`config.mk`:
```
export PLATFORM = sky130hd
export DESIGN_NAME = cdb_arbiter_flat
export DESIGN_NICKNAME = d
export VERILOG_FILES = /design/src/rtl/cdb_arbiter_pkg.sv /design/src/rtl/cdb_arbiter_if.sv /design/src/rtl/cdb_arbiter_queue.sv /design/src/rtl/cdb_arbiter.sv /design/src/flat_wrapper.sv
export SDC_FILE = /design/constraint.sdc
export NUM_CORES = 1
export LEC_CHECK = 0
export ABC_AREA = 1
export CORE_ASPECT_RATIO = 0.8
export CORE_MARGIN = 1
export CORE_UTILIZATION = 57
export CTS_BUF_LIST = sky130_fd_sc_hd__clkbuf_4 sky130_fd_sc_hd__clkbuf_8 sky130_fd_sc_hd__clkbuf_16
export CTS_CLUSTER_SIZE = 10
export DETAILED_ROUTE_END_ITERATION = 8
export GPL_TIMING_DRIVEN = 0
export PLACE_DENSITY = 0.92
export SLEW_MARGIN = 20
export SYNTH_ARGS = -nofsm -noshare
export SYNTH_HDL_FRONTEND = slang
export SYNTH_HIERARCHICAL = 1
export SYNTH_SLANG_ARGS = --single-unit
```
`constraint.sdc`:
```
create_clock -name clk -period 2.85 [get_ports clk]
set_clock_uncertainty 0.15 [all_clocks]
set_input_delay 0.4275 -clock clk [delete_from_list [all_inputs] [get_ports clk]]
set_output_delay 0.4275 -clock clk [all_outputs]
set_load 0.02 [all_outputs]
```
`src/rtl/cdb_arbiter_pkg.sv`:
```
// Shared utils package for the CDB arbiter: word/ROB-tag types, zero constants,
// queue entry layout and grant encoding.
package cdb_arbiter_pkg;
  localparam int unsigned ROB_IDX = 4;
  localparam int unsigned WORD    = 32;

  typedef logic [WORD-1:0]    WORD_TP;
  typedef logic [ROB_IDX-1:0] ROB_IDX_TP;

  localparam ROB_IDX_TP ZERO_ROB_IDX = '0;
  localparam WORD_TP    ZERO_WORD    = '0;
  localparam logic      TRUE         = 1'b1;
  localparam logic      FALSE        = 1'b0;

  typedef struct packed {
    ROB_IDX_TP src;
    WORD_TP    val;
  } cdb_entry_t;

  typedef enum logic {
    GRANT_ALU = 1'b0,
    GRANT_LD  = 1'b1
  } grant_e;
endpackage

```
`src/rtl/cdb_arbiter_if.sv`:
```
// Result-request and CDB broadcast bundle; master = producers/consumer side,
// slave = the arbiter.
interface cdb_arbiter_if;
  import cdb_arbiter_pkg::*;

  logic      alu_valid;
  ROB_IDX_TP alu_src;
  WORD_TP    alu_val;
  logic      alu_full;
  logic      ld_valid;
  ROB_IDX_TP ld_src;
  WORD_TP    ld_val;
  logic      ld_full;
  logic      cdb_valid;
  ROB_IDX_TP cdb_src;
  WORD_TP    cdb_val;
  logic      cdb_from_ld;

  modport master (
    output alu_valid, alu_src, alu_val, ld_valid, ld_src, ld_val,
    input  alu_full, ld_full, cdb_valid, cdb_src, cdb_val, cdb_from_ld
  );

  modport slave (
    input  alu_valid, alu_src, alu_val, ld_valid, ld_src, ld_val,
    output alu_full, ld_full, cdb_valid, cdb_src, cdb_val, cdb_from_ld
  );
endinterface

```
`src/rtl/cdb_arbiter_queue.sv`:
```
// cdb_queue: per-requester result FIFO of depth 2^DEPTH_BIT with push, pop,
// flush (highest priority), head and occupancy count.
module cdb_queue
  import cdb_arbiter_pkg::*;
#(
  parameter int unsigned DEPTH_BIT = 1
) (
  input  logic                 clk,
  input  logic                 rst,
  input  logic                 push,
  input  logic                 pop,
  input  logic                 flush,
  input  cdb_entry_t           push_data,
  output cdb_entry_t           head,
  output logic [DEPTH_BIT:0]   count
);
  localparam int unsigned DEPTH = 1 << DEPTH_BIT;

  cdb_entry_t           mem_q [DEPTH];
  cdb_entry_t           mem_d [DEPTH];
  logic [DEPTH_BIT-1:0] rd_ptr_q, rd_ptr_d;
  logic [DEPTH_BIT-1:0] wr_ptr_q, wr_ptr_d;
  logic [DEPTH_BIT:0]   count_q, count_d;

  always_comb begin
    mem_d    = mem_q;
    rd_ptr_d = rd_ptr_q;
    wr_ptr_d = wr_ptr_q;
    count_d  = count_q;
    if (flush) begin
      rd_ptr_d = '0;
      wr_ptr_d = '0;
      count_d  = '0;
    end else begin
      if (push) begin
        mem_d[wr_ptr_q] = push_data;
        wr_ptr_d        = wr_ptr_q + DEPTH_BIT'(1);
      end
      if (pop) rd_ptr_d = rd_ptr_q + DEPTH_BIT'(1);
      if (push && !pop)      count_d = count_q + (DEPTH_BIT+1)'(1);
      else if (pop && !push) count_d = count_q - (DEPTH_BIT+1)'(1);
    end
  end

  always_ff @(posedge clk or posedge rst) begin
    if (rst) begin
      for (int unsigned i = 0; i < DEPTH; i++) mem_q[i] <= '0;
      rd_ptr_q <= '0;
      wr_ptr_q <= '0;
      count_q  <= '0;
    end else begin
      mem_q    <= mem_d;
      rd_ptr_q <= rd_ptr_d;
      wr_ptr_q <= wr_ptr_d;
      count_q  <= count_d;
    end
  end

  assign head  = mem_q[rd_ptr_q];
  assign count = count_q;
endmodule

```
`src/rtl/cdb_arbiter.sv`:
```
// Two-requester CDB arbiter (ALU, load) with per-requester queues and bypass.
// CDB_RR_EN: round-robin on conflict; otherwise load has fixed priority.
module cdb_arbiter
  import cdb_arbiter_pkg::*;
#(
  parameter int unsigned QUEUE_BIT = 1
) (
  input  logic          clk,
  input  logic          rst,
  input  logic          rdy,
  input  logic          rb,
  cdb_arbiter_if.slave  bus
);
  localparam int unsigned DEPTH = 1 << QUEUE_BIT;

  logic [QUEUE_BIT:0] alu_count, ld_count;
  cdb_entry_t         alu_head, ld_head, alu_in, ld_in, alu_cand, ld_cand;
  logic               alu_head_v, ld_head_v, alu_in_v, ld_in_v;
  logic               alu_cand_v, ld_cand_v, grant_v, grant_ld, grant_alu;
  logic               alu_push, alu_pop, ld_push, ld_pop, active, flush;

  logic       cdb_valid_q, cdb_valid_d;
  cdb_entry_t cdb_q, cdb_d;
  logic       from_ld_q, from_ld_d;
`ifdef CDB_RR_EN
  grant_e     last_q, last_d;
`endif

  assign active = rdy & ~rb;
  assign flush  = rdy & rb;

  assign bus.alu_full = (alu_count == (QUEUE_BIT+1)'(DEPTH));
  assign bus.ld_full  = (ld_count  == (QUEUE_BIT+1)'(DEPTH));

  assign alu_in     = '{src: bus.alu_src, val: bus.alu_val};
  assign ld_in      = '{src: bus.ld_src,  val: bus.ld_val};
  assign alu_head_v = (alu_count != '0);
  assign ld_head_v  = (ld_count  != '0);
  assign alu_in_v   = bus.alu_valid & ~bus.alu_full;
  assign ld_in_v    = bus.ld_valid  & ~bus.ld_full;
  assign alu_cand_v = alu_head_v | alu_in_v;
  assign ld_cand_v  = ld_head_v  | ld_in_v;
  assign alu_cand   = alu_head_v ? alu_head : alu_in;
  assign ld_cand    = ld_head_v  ? ld_head  : ld_in;

  always_comb begin
    grant_v = alu_cand_v | ld_cand_v;
`ifdef CDB_RR_EN
    grant_ld = ld_cand_v & (~alu_cand_v | (last_q == GRANT_ALU));
`else
    grant_ld = ld_cand_v;
`endif
    grant_alu = alu_cand_v & ~grant_ld;

    // A bypassed winner is consumed directly; every other accepted input is queued.
    alu_pop  = active & grant_alu & alu_head_v;
    ld_pop   = active & grant_ld  & ld_head_v;
    alu_push = active & alu_in_v & ~(grant_alu & ~alu_head_v);
    ld_push  = active & ld_in_v  & ~(grant_ld  & ~ld_head_v);

    cdb_valid_d = active & grant_v;
    cdb_d       = cdb_q;
    from_ld_d   = from_ld_q;
    if (active && grant_v) begin
      cdb_d     = grant_ld ? ld_cand : alu_cand;
      from_ld_d = grant_ld;
    end
`ifdef CDB_RR_EN
    last_d = last_q;
    if (active && grant_v) last_d = grant_ld ? GRANT_LD : GRANT_ALU;
`endif
  end

  always_ff @(posedge clk or posedge rst) begin
    if (rst) begin
      cdb_valid_q <= FALSE;
      cdb_q       <= '{src: ZERO_ROB_IDX, val: ZERO_WORD};
      from_ld_q   <= FALSE;
`ifdef CDB_RR_EN
      last_q      <= GRANT_ALU;
`endif
    end else begin
      cdb_valid_q <= cdb_valid_d;
      cdb_q       <= cdb_d;
      from_ld_q   <= from_ld_d;
`ifdef CDB_RR_EN
      last_q      <= last_d;
`endif
    end
  end

  cdb_queue #(.DEPTH_BIT(QUEUE_BIT)) u_alu_q (
    .clk(clk), .rst(rst), .push(alu_push), .pop(alu_pop), .flush(flush),
    .push_data(alu_in), .head(alu_head), .count(alu_count)
  );

  cdb_queue #(.DEPTH_BIT(QUEUE_BIT)) u_ld_q (
    .clk(clk), .rst(rst), .push(ld_push), .pop(ld_pop), .flush(flush),
    .push_data(ld_in), .head(ld_head), .count(ld_count)
  );

  assign bus.cdb_valid   = cdb_valid_q;
  assign bus.cdb_src     = cdb_q.src;
  assign bus.cdb_val     = cdb_q.val;
  assign bus.cdb_from_ld = from_ld_q;
endmodule

```
`src/flat_wrapper.sv`:
```
// flat-port wrapper written by rule: the top's interface ports become plain ports
module cdb_arbiter_flat import cdb_arbiter_pkg::*;
#(
  parameter int unsigned QUEUE_BIT = 1
)
  (clk, rst, rdy, rb, bus_alu_valid, bus_alu_src, bus_alu_val, bus_ld_valid, bus_ld_src, bus_ld_val, bus_alu_full, bus_ld_full, bus_cdb_valid, bus_cdb_src, bus_cdb_val, bus_cdb_from_ld);
  cdb_arbiter_if bus_i ();
  input  logic clk;
  input  logic rst;
  input  logic rdy;
  input  logic rb;
  input wire logic [$bits(bus_i.alu_valid)-1:0] bus_alu_valid;
  input wire logic [$bits(bus_i.alu_src)-1:0] bus_alu_src;
  input wire logic [$bits(bus_i.alu_val)-1:0] bus_alu_val;
  input wire logic [$bits(bus_i.ld_valid)-1:0] bus_ld_valid;
  input wire logic [$bits(bus_i.ld_src)-1:0] bus_ld_src;
  input wire logic [$bits(bus_i.ld_val)-1:0] bus_ld_val;
  output wire logic [$bits(bus_i.alu_full)-1:0] bus_alu_full;
  output wire logic [$bits(bus_i.ld_full)-1:0] bus_ld_full;
  output wire logic [$bits(bus_i.cdb_valid)-1:0] bus_cdb_valid;
  output wire logic [$bits(bus_i.cdb_src)-1:0] bus_cdb_src;
  output wire logic [$bits(bus_i.cdb_val)-1:0] bus_cdb_val;
  output wire logic [$bits(bus_i.cdb_from_ld)-1:0] bus_cdb_from_ld;
  assign bus_i.alu_valid = bus_alu_valid;
  assign bus_i.alu_src = bus_alu_src;
  assign bus_i.alu_val = bus_alu_val;
  assign bus_i.ld_valid = bus_ld_valid;
  assign bus_i.ld_src = bus_ld_src;
  assign bus_i.ld_val = bus_ld_val;
  assign bus_alu_full = bus_i.alu_full;
  assign bus_ld_full = bus_i.ld_full;
  assign bus_cdb_valid = bus_i.cdb_valid;
  assign bus_cdb_src = bus_i.cdb_src;
  assign bus_cdb_val = bus_i.cdb_val;
  assign bus_cdb_from_ld = bus_i.cdb_from_ld;
  cdb_arbiter #(.QUEUE_BIT(QUEUE_BIT)) u_core (.clk(clk), .rst(rst), .rdy(rdy), .rb(rb), .bus(bus_i));
endmodule
```
==> summary.md <==
| Metric | Value |
|---|---|
| Outcome | complete, no violations |
| RSZ-0062 raised after global routing | false |
| Leak Pwr | 6.52 nW |
| Clock Pin Slew Worst Setup and Hold Paths | 0.07 ns |
| #FFs+latches synth | 190 |
| Area grow syn2layout | 21.3% |
| Crit Path Max Fanout | 10 |
| Syn nets | around 1400 |
| Mapped Cells | 1280 |
| HPWL Detailed | 19300 um |
| Pwr dens | a little over 1000 nW/um2 |
| Post-CTS Setup Bufs | 0 |
| Post-Syn Area | approximately 10000 um2 |
| Tot GR Track Use | 31.7% |
| Cts bufs inserted | 17 |
| Post-DRT Antenna Nets | 0 |
| Worst Hold Class | input port to async pin |
| Placer Congestion | 0.846 |
| Area of placed instances | 11800 um2 |
| Via count | 8951 |
| Reg2reg setup slack | 0.35 ns |
| Maximum VDD drop | about 0.00062 V |
| Total Nets Final | about 1500 |
| Final instance area | 12400 um2 |
| Int Pwr | 7.70 mW |
| Register area | 4750 um2 |
| Element type at the critical path end | flip-flop |
| Vias per Instance | roughly 5.4 |
| Hold Buf Count CTS | 0 |
| Final min period | 2.52 ns |
| Footprint of the multi-input gates | 4210 um2 |
| CP Data Arrival Time | 2.71 ns |
| Final Hold Viols | 0 |
| Ys Warns | 6 |
| Final worst-path cycle share | 88.5% |
| Worst Tran Pin Value | 0.926 ns |
| Mapped Avg Cell Area | 8.00 um2 |
| GRT Residual Overflow | 0 |
| Largest net degree at the start of global routing | 58 |
| PortBufs | 117 |
| Register area share after synthesis | 46.4% |
| Rows | 43 |
| First-pass GRT wire length | 45300 um |
| Initial core utilization | 58.7% |
| WP data required | 3.03 ns |
| Combinational Power Share | 44.1% |
| Most common flop cell mapped by yosys | dfrtp_1 |
| PostCTS Resize Cnt | 0 |
| Drt total wl | roughly 28000 um |
| Drt first pass iters | 5 |
| Slew headroom | 37.8% |
| Startpoint Class | input port |
| Psw | 4.97 mW |
| Slew Limit Fails | 0 |
| Die ar. | about 19000 um2 |
| EDFF count, synth | 0 |
| H-tree levels | 4 |
| Slowest stage delay, CP | 0.72 ns |
| Clk_lat worst skew | between 0.4 and 0.5 ns |
| Initial antenna violation count | 0 |
| Post-synth ARST share | 100% |
| DRC Markers | 0 |
| Non-Filler Instances | 1657 |
| WL/cell | 16.8 um |
| Slowest library cell on the worst path | nor3_1 |
| Die W | 152 um |
| Clock Power Share | 20.8% |
| Share of power burned in registers | 35.1% |
| Vias in the first global route | 9041 |
| Placed cells | 1625 |
| Clock Tree Root | clkbuf_16 |
| Setup_tns | 0 ns |
| Die Span Y | 122 um |
| Starting DRT DRC Count | 601 |
| Filler cells | 1296 |
| Deepest clock path buffer count | 2 |
| Yosys cell types | 23 |
| Max Cap Viol | 0 |
| I/O Pins | 118 |
| Critical path type | input port to flip-flop |
| Max Freq | 396 MHz |
| Sw frac | 39.2% |
| Layout cell share with drive strength beyond 1 | roughly 17% |
| Core footprint | ~17000 um2 |
| # setup viols final | 0 |
| # clock sinks | 190 |
| CP cell instances | clkdlybuf4s50_1, inv_2, nor2_2, inv_1, nor3_1, nand3_4, buf_4, nand2_1, o21ai_2 |
| CTS tree | done |
| Ant diodes | 0 |
## final timing paths
| kind | start | end | depth (start not counted) |
|---|---|---|---|
| setup / recovery | rdy | u_core/u_ld_q/mem_q[34] | 9 |
| hold / removal | rst | u_core/bus.cdb_valid | 2 |
| setup reg to reg | u_core/u_alu_q/count[0] | u_core/u_alu_q/mem_q[21] | 9 |
| hold reg to reg | u_core/u_ld_q/mem_q[30] | u_core/u_ld_q/mem_q[30] | 2 |
| max in group asynchronous | rst | u_core/u_alu_q/mem_q[38] | 3 |
| min in group clk | u_core/u_ld_q/mem_q[30] | u_core/u_ld_q/mem_q[30] | 2 |
## synth_stat cells (3+ instances only)
cell,count,area (um2)
nand2_1,427,1600
buf_6,24,270
nand3_1,42,210
buf_2,17,85.1
o21ai_0,3,15.0
buf_4,20,150
o21ai_2,64,561
mux2_2,72,811
o21ai_1,80,400
inv_2,5,18.8
nor2_1,119,447
inv_1,200,751
dfrtp_1,190,4750
## metrics by stage
step | hold slack, ns | worst slack, ns | power, mW | utilization [%]
finish | 0.219 | 0.328 | 12.7 | 71.3
global route | 0.237 | 0.121 | 13.5 | 71.3
CTS | 0.209 | 0.155 | 12.6 | 71.2
detailed placement | 0.314 | -0.0837 | 9.87 | 67.5
global placement | 0.309 | -0.977 | 9.59 | 67.1
floorplan | 0.299 | 0.334 | 8.13 | -
## cells in the final DEF (no fill, tap or decap), types with 20 or more instances in the layout
master,synthesis,layout
buf_4,20,20
o21ai_2,64,64
o21ai_1,80,80
clkdlybuf4s50_1,0,117
nand3_1,42,42
buf_6,24,24
mux2_2,72,72
dfrtp_1,190,190
inv_1,200,197
nand2_1,427,427
nor2_1,119,119
## state kept, by name, summed over array words and instances (netlist names)
name                     cells
u_core/u_ld_q/mem_q         72
u_core/bus.cdb_src           4
u_core/bus.cdb_val          32
u_core/u_alu_q/wr_ptr_q      1
u_core/u_ld_q/wr_ptr_q       1
u_core/bus.cdb_from_ld       1
u_core/u_alu_q/count         2
u_core/u_alu_q/mem_q        72
u_core/bus.cdb_valid         1
u_core/u_ld_q/rd_ptr_q       1
u_core/u_ld_q/count          2
u_core/u_alu_q/rd_ptr_q      1
## worst max-delay path: cells and delay by family
kind	cells	cell delay [ns]
buf+inv	4	0.95
compound gates	1	0.06
simple gates	4	1.28
## final cells by class
| cell class | count | area share [%] |
|---|---|---|
| multi-input cells | 822 | 33.9 |
| well taps | 225 | 2.27 |
| inverters | 205 | 6.23 |
| clock inverters | 14 | 1.73 |
| plain buffers | 63 | 4.13 |
| flip-flops and latches | 190 | 38.3 |
| clock buffers | 18 | 3.54 |
| repair buffers | 120 | 9.97 |
## power by group through the flow
| stage | registers [mW] | logic [mW] | clock network [mW] |
|---|---|---|---|
| global route | 4.56 | 6.13 | 2.76 |
| finish | 4.45 | 5.59 | 2.63 |
| floorplan | 4.51 | 3.62 | 0 |
| CTS | 4.43 | 5.53 | 2.66 |
| global placement | 4.38 | 5.20 | 0 |
| detailed placement | 4.45 | 5.43 | 0 |
## per-layer routing
metal	wire, um	track usage (%)	vias to the layer above	part of all wire, %
met5	0	0	-	0
met4	893	14.4	0	3.2
met3	2100	5.91	67	7.6
met2	13300	52.6	390	48
met1	11500	41.0	4319	41
li1	-	-	4175	-
## cell families after synthesis
kind of cell	after synthesis	share of synthesized area, %
and+or+nand+nor	600	23.4
buffers and inverters	268	12.5
DFF	190	46.4
AOI/OAI and AO/OA	148	9.58
muxes	72	7.92
xor gates and xnor gates	2	0.171
(Power assumes the default switching activity.)
